File: src/rtl/lcd_bus_driver.sv
// HD44780-class LCD write-cycle generator: setup/enable/hold timing, 8- or 4-bit bus, execution wait.
// Define LCD_BUSY_POLL_EN to replace the fixed execution wait with busy-flag read polling.
module lcd_bus_driver #(
    parameter int unsigned BUS_WIDTH   = 8,
    parameter int unsigned T_AS        = 2,
    parameter int unsigned T_PW        = 12,
    parameter int unsigned T_H         = 2,
    parameter int unsigned T_EXEC      = 2000,
    parameter int unsigned T_EXEC_LONG = 82000,
    parameter int unsigned CNT_W       = 20
) (
    input  logic       iCLK,
    input  logic       iRST_N,
    input  logic [7:0] iDATA,
    input  logic       iRS,
    input  logic       iValid,
    output logic       oReady,
    output logic       oDone,
    output logic       oBusy,
    output logic [7:0] LCD_DATA,
    output logic       LCD_RW,
    output logic       LCD_EN,
    output logic       LCD_RS
`ifdef LCD_BUSY_POLL_EN
    ,
    input  logic [7:0] LCD_DATA_IN,
    output logic       LCD_DATA_OE,
    output logic       oErr
`endif
);

    // Counter reload values are phase length minus one; zero-length phases stretch to one cycle.
    localparam logic [CNT_W-1:0] AS_LD  = CNT_W'((T_AS == 0) ? 0 : T_AS - 1);
    localparam logic [CNT_W-1:0] PW_LD  = CNT_W'((T_PW == 0) ? 0 : T_PW - 1);
    localparam logic [CNT_W-1:0] H_LD   = CNT_W'((T_H == 0) ? 0 : T_H - 1);
    localparam logic [CNT_W-1:0] EXL_LD = CNT_W'((T_EXEC_LONG == 0) ? 0 : T_EXEC_LONG - 1);
    localparam bit               NIBBLE = (BUS_WIDTH == 4);

    typedef enum logic [2:0] {StIdle, StSetup, StPulse, StHold, StExec} state_t;

    state_t           state_q;
    logic [CNT_W-1:0] cnt_q;
    logic [3:0]       lo_nib_q;
    logic             nib2_q;

`ifdef LCD_BUSY_POLL_EN
    logic             rd_q;
    logic             bf_q;
    logic [CNT_W-1:0] tmo_q;
    logic             unused_din;
    assign unused_din = ^LCD_DATA_IN[6:0];
`else
    localparam logic [CNT_W-1:0] EX_LD = CNT_W'((T_EXEC == 0) ? 0 : T_EXEC - 1);
    logic             long_q;
    assign LCD_RW = 1'b0;
`endif

    assign oReady = (state_q == StIdle);
    assign oBusy  = !oReady;

    always_ff @(posedge iCLK or negedge iRST_N) begin
        if (!iRST_N) begin
            state_q  <= StIdle;
            cnt_q    <= '0;
            lo_nib_q <= '0;
            nib2_q   <= 1'b0;
            oDone    <= 1'b0;
            LCD_EN   <= 1'b0;
            LCD_RS   <= 1'b0;
            LCD_DATA <= 8'h00;
`ifdef LCD_BUSY_POLL_EN
            rd_q        <= 1'b0;
            bf_q        <= 1'b0;
            tmo_q       <= '0;
            LCD_RW      <= 1'b0;
            LCD_DATA_OE <= 1'b1;
            oErr        <= 1'b0;
`else
            long_q   <= 1'b0;
`endif
        end else begin
            oDone <= 1'b0;
`ifdef LCD_BUSY_POLL_EN
            oErr <= 1'b0;
            if (rd_q && tmo_q != '0) tmo_q <= tmo_q - 1'b1;
            // Poll window exhausted: give up on the busy flag and release the bus.
            if (rd_q && tmo_q == '0) begin
                state_q     <= StIdle;
                rd_q        <= 1'b0;
                nib2_q      <= 1'b0;
                LCD_EN      <= 1'b0;
                LCD_RW      <= 1'b0;
                LCD_DATA_OE <= 1'b1;
                oDone       <= 1'b1;
                oErr        <= 1'b1;
            end else
`endif
            begin
                case (state_q)
                    StIdle: begin
                        if (iValid) begin
                            LCD_RS   <= iRS;
                            LCD_DATA <= NIBBLE ? {iDATA[7:4], 4'h0} : iDATA;
                            lo_nib_q <= iDATA[3:0];
                            nib2_q   <= 1'b0;
                            cnt_q    <= AS_LD;
                            state_q  <= StSetup;
`ifndef LCD_BUSY_POLL_EN
                            long_q   <= !iRS && (iDATA == 8'h01 || iDATA == 8'h02 ||
                                                 iDATA == 8'h03);
`endif
                        end
                    end
                    StSetup: begin
                        if (cnt_q != '0) begin
                            cnt_q <= cnt_q - 1'b1;
                        end else begin
                            LCD_EN  <= 1'b1;
                            cnt_q   <= PW_LD;
                            state_q <= StPulse;
                        end
                    end
                    StPulse: begin
                        if (cnt_q != '0) begin
                            cnt_q <= cnt_q - 1'b1;
                        end else begin
`ifdef LCD_BUSY_POLL_EN
                            // In nibble mode only the first read of a pair carries the flag.
                            if (rd_q && (!NIBBLE || !nib2_q)) bf_q <= LCD_DATA_IN[7];
`endif
                            LCD_EN  <= 1'b0;
                            cnt_q   <= H_LD;
                            state_q <= StHold;
                        end
                    end
                    StHold: begin
                        if (cnt_q != '0) begin
                            cnt_q <= cnt_q - 1'b1;
                        end else if (NIBBLE && !nib2_q) begin
                            nib2_q   <= 1'b1;
                            LCD_DATA <= {lo_nib_q, 4'h0};
                            cnt_q    <= AS_LD;
                            state_q  <= StSetup;
                        end else begin
`ifdef LCD_BUSY_POLL_EN
                            nib2_q <= 1'b0;
                            if (!rd_q) begin
                                rd_q        <= 1'b1;
                                LCD_RW      <= 1'b1;
                                LCD_RS      <= 1'b0;
                                LCD_DATA_OE <= 1'b0;
                                tmo_q       <= EXL_LD;
                                cnt_q       <= AS_LD;
                                state_q     <= StSetup;
                            end else if (bf_q) begin
                                cnt_q   <= AS_LD;
                                state_q <= StSetup;
                            end else begin
                                rd_q        <= 1'b0;
                                LCD_RW      <= 1'b0;
                                LCD_DATA_OE <= 1'b1;
                                oDone       <= 1'b1;
                                state_q     <= StIdle;
                            end
`else
                            cnt_q   <= long_q ? EXL_LD : EX_LD;
                            state_q <= StExec;
`endif
                        end
                    end
`ifndef LCD_BUSY_POLL_EN
                    StExec: begin
                        if (cnt_q != '0) begin
                            cnt_q <= cnt_q - 1'b1;
                        end else begin
                            oDone   <= 1'b1;
                            state_q <= StIdle;
                        end
                    end
`endif
                    default: state_q <= StIdle;
                endcase
            end
        end
    end

endmodule

File: config.mk
export PLATFORM = sky130hd
export DESIGN_NAME = lcd_bus_driver
export DESIGN_NICKNAME = d
export VERILOG_FILES = /design/src/rtl/lcd_bus_driver.sv
export SDC_FILE = /design/constraint.sdc
export NUM_CORES = 1
export LEC_CHECK = 0
export ABC_CLOCK_PERIOD_IN_PS = 2800
export CAP_MARGIN = 20
export CORE_ASPECT_RATIO = 0.6
export CORE_MARGIN = 5
export CORE_UTILIZATION = 35
export DETAILED_ROUTE_END_ITERATION = 12
export PLACE_DENSITY = 0.57
export SLEW_MARGIN = 20
export SYNTH_ARGS = -nofsm -noshare
export SYNTH_HDL_FRONTEND = slang
export SYNTH_SLANG_ARGS = --single-unit
File: constraint.sdc
create_clock -name iCLK -period 2.8 [get_ports iCLK]
set_input_delay 0.42 -clock iCLK [delete_from_list [all_inputs] [get_ports iCLK]]
set_output_delay 0.42 -clock iCLK [all_outputs]
set_load 0.03 [all_outputs]
## Word level (Yosys, flattened, before mapping)

Index checks and enable logic that the tools add are counted.

| word-level totals | value |
|---|---|
| register bits | 35 |
| input bits | 12 |
| output and inout port bits | 14 |
| logic and storage cells | 52 |

| cells by class | value |
|---|---|
| $add $sub $neg | 1 |
| eq/ne operators | 13 |
| muxes and demuxes | 18 |
| reductions and logical operators | 13 |

Operators with widths:

| kind | number |
|---|---|
| 2-to-1 mux 20 bit | 5 |
| case mux 20 bit (5 select lines) | 1 |
| nonzero test 20 bit | 1 |
| subtractor 20 x 1 -> 20 bit, second input constant | 1 |
| 2-to-1 mux 17 bit | 1 |
| equality test 8 x 2 -> 1 bit, second input constant | 2 |
| 2-to-1 mux 3 bit | 5 |
| case mux 3 bit (5 select lines) | 1 |
| != test 2 bit, second input constant | 6 |
| equality test 8 x 1 -> 1 bit, second input constant | 1 |
| equality test 3 x 2 -> 1 bit, second input constant | 2 |
| AND reduction 3 bit | 2 |
| AND reduction 5 bit | 1 |
| nonzero test 5 bit | 1 |
| 2-to-1 mux 1 bit | 4 |
| equality test 3 x 1 -> 1 bit, second input constant | 1 |
| equality test 3 bit, second input constant | 1 |
| zero test 3 bit | 1 |
| zero test 1 bit | 2 |
| logical OR 1 bit | 2 |
| case mux 1 bit (2 select lines) | 1 |
| AND reduction 2 bit | 1 |
| nonzero test 2 bit | 1 |
| logical AND 1 bit | 1 |

## Depth between registers and ports, before layout

Gate-level depths: netlist of run 1.

| depth | value |
|---|---|
| depth in word-level cells | 4 |
| depth in mapped cells | 10 |
| gate-level depth less buffers | 8 |

## Worst setup path after synthesis of run 1

No wires, ideal clock.

| timing path | value |
|---|---|
| kind | flip-flop to flip-flop |
| from | reg state_q[1] |
| to | reg LCD_DATA[0] |
| library setup time | 125 ps |
| arrival time | 2,125 ps |
| data required time | 2,675 ps |
| slack | 551 ps |
| stages on the path, launching flop included | 8 |
| buffers on the path | 3 |
| period minus slack after synthesis | 2,249 ps |
| cells stage by stage | dfrtp_1 buf_4 or2_2 clkbuf_1 nor2_1 nand2_1 clkbuf_1 mux2_2 |

| between the ends | value |
|---|---|
| word-level cells in the longest chain between the ends | 2 |

Ends and longest elaborated chain:

| element | line | source |
|---|---|---|
| start, declared | 41 | `state_t state_q;` |
| start signal, assigned | 63 | `state_q <= StIdle;` |
| start signal, assigned | 107 | `state_q <= StSetup;` |
| start signal, assigned | 120 | `state_q <= StPulse;` |
| zero test 3 bit | - |  |
| named net oReady | 17 | `output logic oReady,` |
| AND reduction 2 bit (no source line) | - |  |
| end signal, assigned | 103 | `LCD_DATA <= NIBBLE ? {iDATA[7:4], 4'h0} : iDATA;` |
| end signal, assigned | 141 | `LCD_DATA <= {lo_nib_q, 4'h0};` |
| end, declared | 20 | `output logic [7:0] LCD_DATA,` |

The timed path passes the listed nets, and every way through them passes these cells.
A chain may end at the register's enable or synchronous reset.

## Worst setup path after layout of run 1

| timing path | value |
|---|---|
| from | reg state_q[1] |
| to | out oReady |

| between the ends | value |
|---|---|
| word-level cells in the longest chain between the ends | 1 |

Ends and longest elaborated chain:

| element | line | source |
|---|---|---|
| zero test 3 bit | 58 | `assign oReady = (state_q == StIdle);` |
| end, declared | 17 |  |

Every way passes these cells.

==> impl_metrics.py, run 1 <==
metrics = {
    "setup_path": {
        "cp_data_arrival_time_ns": 2.12,
        "rr_startpoint": "cnt_q[1]$_DFFE_PN0P_",
        "criticalPathCategory": "reg2out",
        "path_buf_inv": 1,
        "critical-path-max-stage-delay_ns": 0.71,
        "critPathCaptureType": "output pin",
        "path_cells": "or2_2 -> nor2_1 -> clkdlybuf4s50_1",
        "critPathMaxFanout": 9,
        "slowest_stage": "clkdlybuf4s50_1",
        "required_ns": 2.38,
        "crit_family": "buffers and inverters",
        "startpoint": "state_q[1]$_DFFE_PN0P_",
        "reg2reg_slack_ns": 0.40,
        "regToRegEndpoint": "cnt_q[5]$_DFFE_PN0P_",
        "crit_path_start_kind": "register",
        "rr_worst_depth": 7,
    },
    "finish": {
        "drive_gt1_frac": 0.1498,
        "nNetsFinal": 260,
        "fin_cells": 327,
        "syn_to_final_growth_pct": 20.75,
        "final_core_util": 0.4377,
        "antennaDiodeCount": 0,
        "fill_cells": 565,
    },
    "clocking": {
        "cts_sinks": 35,
        "clk_path_buf_depth": 2,
        "post_cts_resize_count": 0,
        "path_clk_slew_ns": 0.07,
        "postCtsHoldBufs": 0,
        "cts_buffers": 5,
        "cts_tree": "built",
        "clock_latency_ns": 0.29,
        "cts-root-buf": "clkbuf_8",
        "htree_levels": 2,
        "cts_setup_buffers": 0,
    },
    "yosys": {
        "netlist.area_leader.share": 0.4297,
        "async_flop_share": 1.000,
        "ys_types": 55,
        "syn_avg_cell_area_um2": 9.181,
        "ys.flop_type": "dfrtp_1",
        "synth.most_common_cell": "dfrtp_1",
        "synth_area_um2": 2038,
        "synth_area_leaders": "dfrtp_1 43%, o21ai_0 5.6%, mux2_2 5.5%",
        "yosysSeqAreaShare": 0.4297,
        "synth_nets": 236,
        "synth_common_cells": "35 x dfrtp_1, 23 x o21ai_0, 22 x nor2_1",
        "yosysWarnings": 0,
        "yosysTopAreaCell": "dfrtp_1",
        "synth_edf_count": 0,
        "synth_cells": 222,
        "ys_ff_latch": 35,
    },
    "die": {
        "die_w_um": 108.5,
        "io_pins": 26,
        "core_um2": 5623,
        "initial_core_util": 0.3625,
        "floorplan.rows": 21,
        "dieArea_um2": 7499,
        "die_y_um": 69.11,
    },
    "power_and_ir_drop": {
        "total_power_mw": 1.830,
        "p_leak_nw": 0.9630,
        "p_per_area_nw_per_um2": 743.6,
        "ir_drop_uv": 222.9,
    },
    "detailed_routing": {
        "vias": 1764,
        "drt_wl_total_mm": 5.017,
        "antenna_left": 0,
        "wl_per_cell_um": 15.34,
        "vias_per_cell": 5.394,
        "drt_iter0_drc": 129,
        "first_pass_iters": 4,
        "drc": 0,
    },
    "placed_design": {
        "gp_congestion": 0.7974,
        "placed_cells": 319,
        "io_buffers": 24,
        "dp_hpwl_mm": 3.562,
    },
    "timing": {
        "rsz0062_at_grt": "no",
        "min_period_over_period": 0.9076,
        "relSlewSlack": 0.4544,
        "tightestPinTransition_ns": 0.8109,
        "clock.fmax_mhz": 393.5,
        "finalSetupTns_ns": 0,
        "fin_crit_ns": 2.541,
        "slew_viol_final": 0,
        "holdWs_ns": 0.2048,
        "finalSetupViolations": 0,
        "fin_skew_ns": 0.006755,
        "hold_viol": 0,
    },
    "min_path": {
        "min_path_type": "in2async",
    },
    "job": {
        "max_cap_violations": 0,
    },
    "grt": {
        "first_global_vias": 1667,
        "grt_overflow": 0,
        "grt_start_max_net_pins": 36,
        "antenna_found_initial": 0,
        "track_usage": 0.1402,
        "grt_pass1_wl_mm": 8.280,
    },
    "status": {
        "status": "finished, final reports clean",
    },
}
area by class of cell:
cell class              count  area (um^2)  area share
clock buffers               6        82.58     0.03355
well taps                  80        100.1     0.04067
clock inverters             2        35.03     0.01423
multi-input cells         169         1069      0.4342
inverters                   5        18.77    0.007626
repair buffers             30        280.3      0.1139
flip-flops and latches     35        875.8      0.3559
layer usage:
layer | GRT usage | routed length, um
met1 | 0.2225 | 2766
met2 | 0.1739 | 1861
met3 | 0.04104 | 323
met4 | 0.04762 | 64
met5 | 0 | 0
state kept, by name (all words and copies together), names as in the netlist:
register / cells
long_q: 1
state_q: 3
LCD_EN: 1
oDone: 1
LCD_RS: 1
cnt_q: 20
LCD_DATA: 8
power by group:
| group | switching [mW] | internal [mW] |
|---|---|---|
| sequential | 0.191 | 0.640 |
| combinational | 0.281 | 0.243 |
| clock | 0.187 | 0.288 |
| total | 0.659 | 1.17 |
kinds of logic after synthesis:
logic type	share of synthesized area
compound gates	0.1909
xor+xnor	0.01719
fa+ha+maj	0.01780
buf+inv	0.04604
flops	0.4297
mux	0.05525
other cells	0.001840
simple gates	0.2413
worst register-to-register path: stages (launching register included):
cell and delay [ns]:
dfrtp_1 0.42, inv_1 0.11, ha_1 0.14, nor4b_2 0.31
nand4_2 0.25, or2_1 0.40, and2_1 0.34, a32o_1 0.32
stage by stage:
step           worst slack [ns]  area (um^2)
3_3_place_gp             0.4821         2344
2_1_floorplan            0.5507         2038
6_report                 0.2588         2461
5_1_grt                  0.1184         2461
3_5_place_dp             0.4226         2344
4_1_cts                  0.2284         2461
worst max path at each step:
stage	to	depth (start not counted)
2_1_floorplan	LCD_DATA[0]$_DFFE_PN0P_	7
3_3_place_gp	cnt_q[5]$_DFFE_PN0P_	7
3_5_place_dp	cnt_q[5]$_DFFE_PN0P_	7
4_1_cts	oReady	3
5_1_grt	cnt_q[15]$_DFFE_PN0P_	8
6_report	oReady	3
cells in the final DEF, fill, tap and decap left out, drive strengths merged, types with 3 or more instances in the layout:
cell	count
mux2	10
a31oi	4
xnor2	3
clkbuf	6
a21oi	10
buf	7
nor4	10
nand3	7
clkdlybuf4s50	23
nor2	23
inv	5
o31ai	4
o211ai	4
dfrtp	35
nor3	11
nand2	22
o21ai	25
or4	3
(Power assumes the default switching activity.)
==> inputs of run 2 (changes only) <==
--- a/config.mk
+++ b/config.mk
@@ -6,11 +6,11 @@
 export NUM_CORES = 1
 export LEC_CHECK = 0
 export ABC_CLOCK_PERIOD_IN_PS = 2800
-export CAP_MARGIN = 20
 export CORE_ASPECT_RATIO = 0.6
 export CORE_MARGIN = 5
 export CORE_UTILIZATION = 35
 export DETAILED_ROUTE_END_ITERATION = 12
+export GPL_TIMING_DRIVEN = 0
 export PLACE_DENSITY = 0.57
 export SLEW_MARGIN = 20
 export SYNTH_ARGS = -nofsm -noshare
==> run 2 against run 1 <==
  * Largest cell class unchanged
  * Die area unchanged
  * Sequential share of layout area down 0.50 points
  * Worst hold slack worse by 0.16 ns
  * Via count up 3.3%
  * Final cell count up 2.1%
  * Count of clock-buffer cells in the layout unchanged
==> impl_metrics.py, run 2 (same netlist as run 1, synthesis figures left out) <==
metrics = {
    "status": {
        "status": "finished, final reports clean",
    },
    "finish": {
        "largest_reg_flops": 20,
        "final_core_util": 0.4439,
        "drive_gt1_frac": 0.1654,
        "top_regs": "cnt_q: 20 flops, LCD_DATA: 8 flops, state_q: 3 flops",
        "final_cell_mix": "35 x dfrtp_1, 23 x o21ai_0, 22 x nor2_1, 22 x clkdlybuf4s50_1, 21 x nand2_1",
        "antennaDiodeCount": 0,
        "largest_register": "cnt_q",
        "syn_to_final_growth_pct": 22.47,
        "nNetsFinal": 268,
        "final_common_cell": "dfrtp_1",
        "finalInstanceArea_um2": 2496,
    },
    "die": {
        "die_w_um": 108.5,
        "initial_core_util": 0.3625,
        "core_um2": 5623,
        "dieArea_um2": 7499,
        "floorplan.rows": 21,
        "die_y_um": 69.11,
        "io_pins": 26,
    },
    "clocking": {
        "clk_path_buf_depth": 2,
        "cts_tree": "built",
        "cts_buffers": 5,
        "cts_sinks": 35,
        "cts_setup_buffers": 0,
        "clock_latency_ns": 0.29,
        "cts-root-buf": "clkbuf_8",
        "htree_levels": 2,
        "path_clk_slew_ns": 0.07,
    },
    "power_and_ir_drop": {
        "p_leak_nw": 0.9985,
        "p_per_area_nw_per_um2": 705.5,
        "ir_drop_uv": 269.3,
    },
    "timing": {
        "hold_viol": 0,
        "finalSetupViolations": 0,
        "rsz0062_at_grt": "no",
        "finalSetupTns_ns": 0,
        "fin_skew_ns": 0.005252,
        "holdWs_ns": 0.04713,
        "clock.fmax_mhz": 391.4,
        "slew_viol_final": 0,
        "relSlewSlack": 0.4007,
        "min_period_over_period": 0.9124,
        "tightestPinTransition_ns": 0.8907,
        "fin_crit_ns": 2.555,
    },
    "detailed_routing": {
        "vias": 1823,
        "vias_per_cell": 5.458,
        "wl_per_cell_um": 15.66,
        "drc": 0,
        "antenna_left": 0,
        "drt_wl_total_mm": 5.230,
        "drt_iter0_drc": 151,
        "first_pass_iters": 5,
    },
    "grt": {
        "grt_overflow": 0,
        "first_global_vias": 1683,
        "antenna_found_initial": 0,
        "grt_start_max_net_pins": 22,
        "track_usage": 0.1469,
        "grt_pass1_wl_mm": 8.645,
    },
    "setup_path": {
        "criticalPathCategory": "reg2out",
        "critPathMaxFanout": 9,
        "crit_path_start_kind": "register",
        "cp_data_arrival_time_ns": 2.13,
        "required_ns": 2.38,
        "critPathCaptureType": "output pin",
    },
    "placed_design": {
        "gp_congestion": 0.8756,
        "dp_hpwl_mm": 3.946,
        "dpl_cell_area_um2": 2401,
        "io_buffers": 24,
    },
    "min_path": {
        "min_path_type": "in2async",
    },
    "job": {
        "max_cap_violations": 0,
    },
}
[run 2: worst max-delay path, cell delays in order, from the launching register on]
cell,delay (ns)
dfrtp_1,0.36
buf_4,0.16
or2_2,0.29
clkbuf_1,0.20
nor2_1,0.19
inv_1,0.05
clkdlybuf4s50_1,0.59
[run 2: per-layer routing]
layer	up-vias	share of wire	wire, um	track usage
met5	-	0	0	0
met4	0	0.0071	37	0.03361
met3	5	0.080	420	0.04571
met2	62	0.37	1957	0.1745
met1	873	0.54	2815	0.2449
li1	883	-	-	-
[run 2: final timing paths]
check	end	cells past startpoint	from	slack [ns]
min	LCD_EN$_DFFE_PN0P_	1	iRST_N	0.05
min reg2reg	LCD_DATA[3]$_DFFE_PN0P_	1	LCD_DATA[3]$_DFFE_PN0P_	0.51
max reg2reg	cnt_q[5]$_DFFE_PN0P_	9	cnt_q[1]$_DFFE_PN0P_	0.38
max in group asynchronous	LCD_DATA[4]$_DFFE_PN0P_	2	iRST_N	2.32
max	oBusy	6	state_q[1]$_DFFE_PN0P_	0.25
min in group iCLK	LCD_DATA[3]$_DFFE_PN0P_	1	LCD_DATA[3]$_DFFE_PN0P_	0.51
[run 2: repair_timing]
item / 4_1_cts / 5_1_grt
endpoints found under the setup margin: 0 / 2
hold buffers: 0 / 0
gates resized for setup: 0 / 2
[run 2: metrics by stage]
| stage | total power, mW | setup slack, ns | instances |
|---|---|---|---|
| floorplan | 1.191 | 0.5507 | 222 |
| global placement | 1.369 | 0.2349 | 326 |
| detailed placement | 1.378 | 0.2403 | 327 |
| CTS | 1.765 | 0.1576 | 334 |
| global route | 1.881 | 0.06097 | 334 |
| finish | 1.761 | 0.2453 | 334 |
[run 2: power breakdown]
group	total (mW)	internal, mW	switching (mW)
clock network	0.374	0.193	0.181
registers	0.824	0.640	0.184
logic	0.563	0.251	0.312
total	1.76	1.08	0.677
[run 2: final cells by class]
type | instances | area (um^2)
Tap cell | 80 | 100.1
Clock buffer | 6 | 82.58
Buffer | 13 | 75.07
Fill cell | 573 | 3127
Sequential cell | 35 | 875.8
Timing Repair Buffer | 25 | 265.3
Inverter | 5 | 18.77
Clock inverter | 1 | 5.005
Multi-Input combinational cell | 169 | 1074
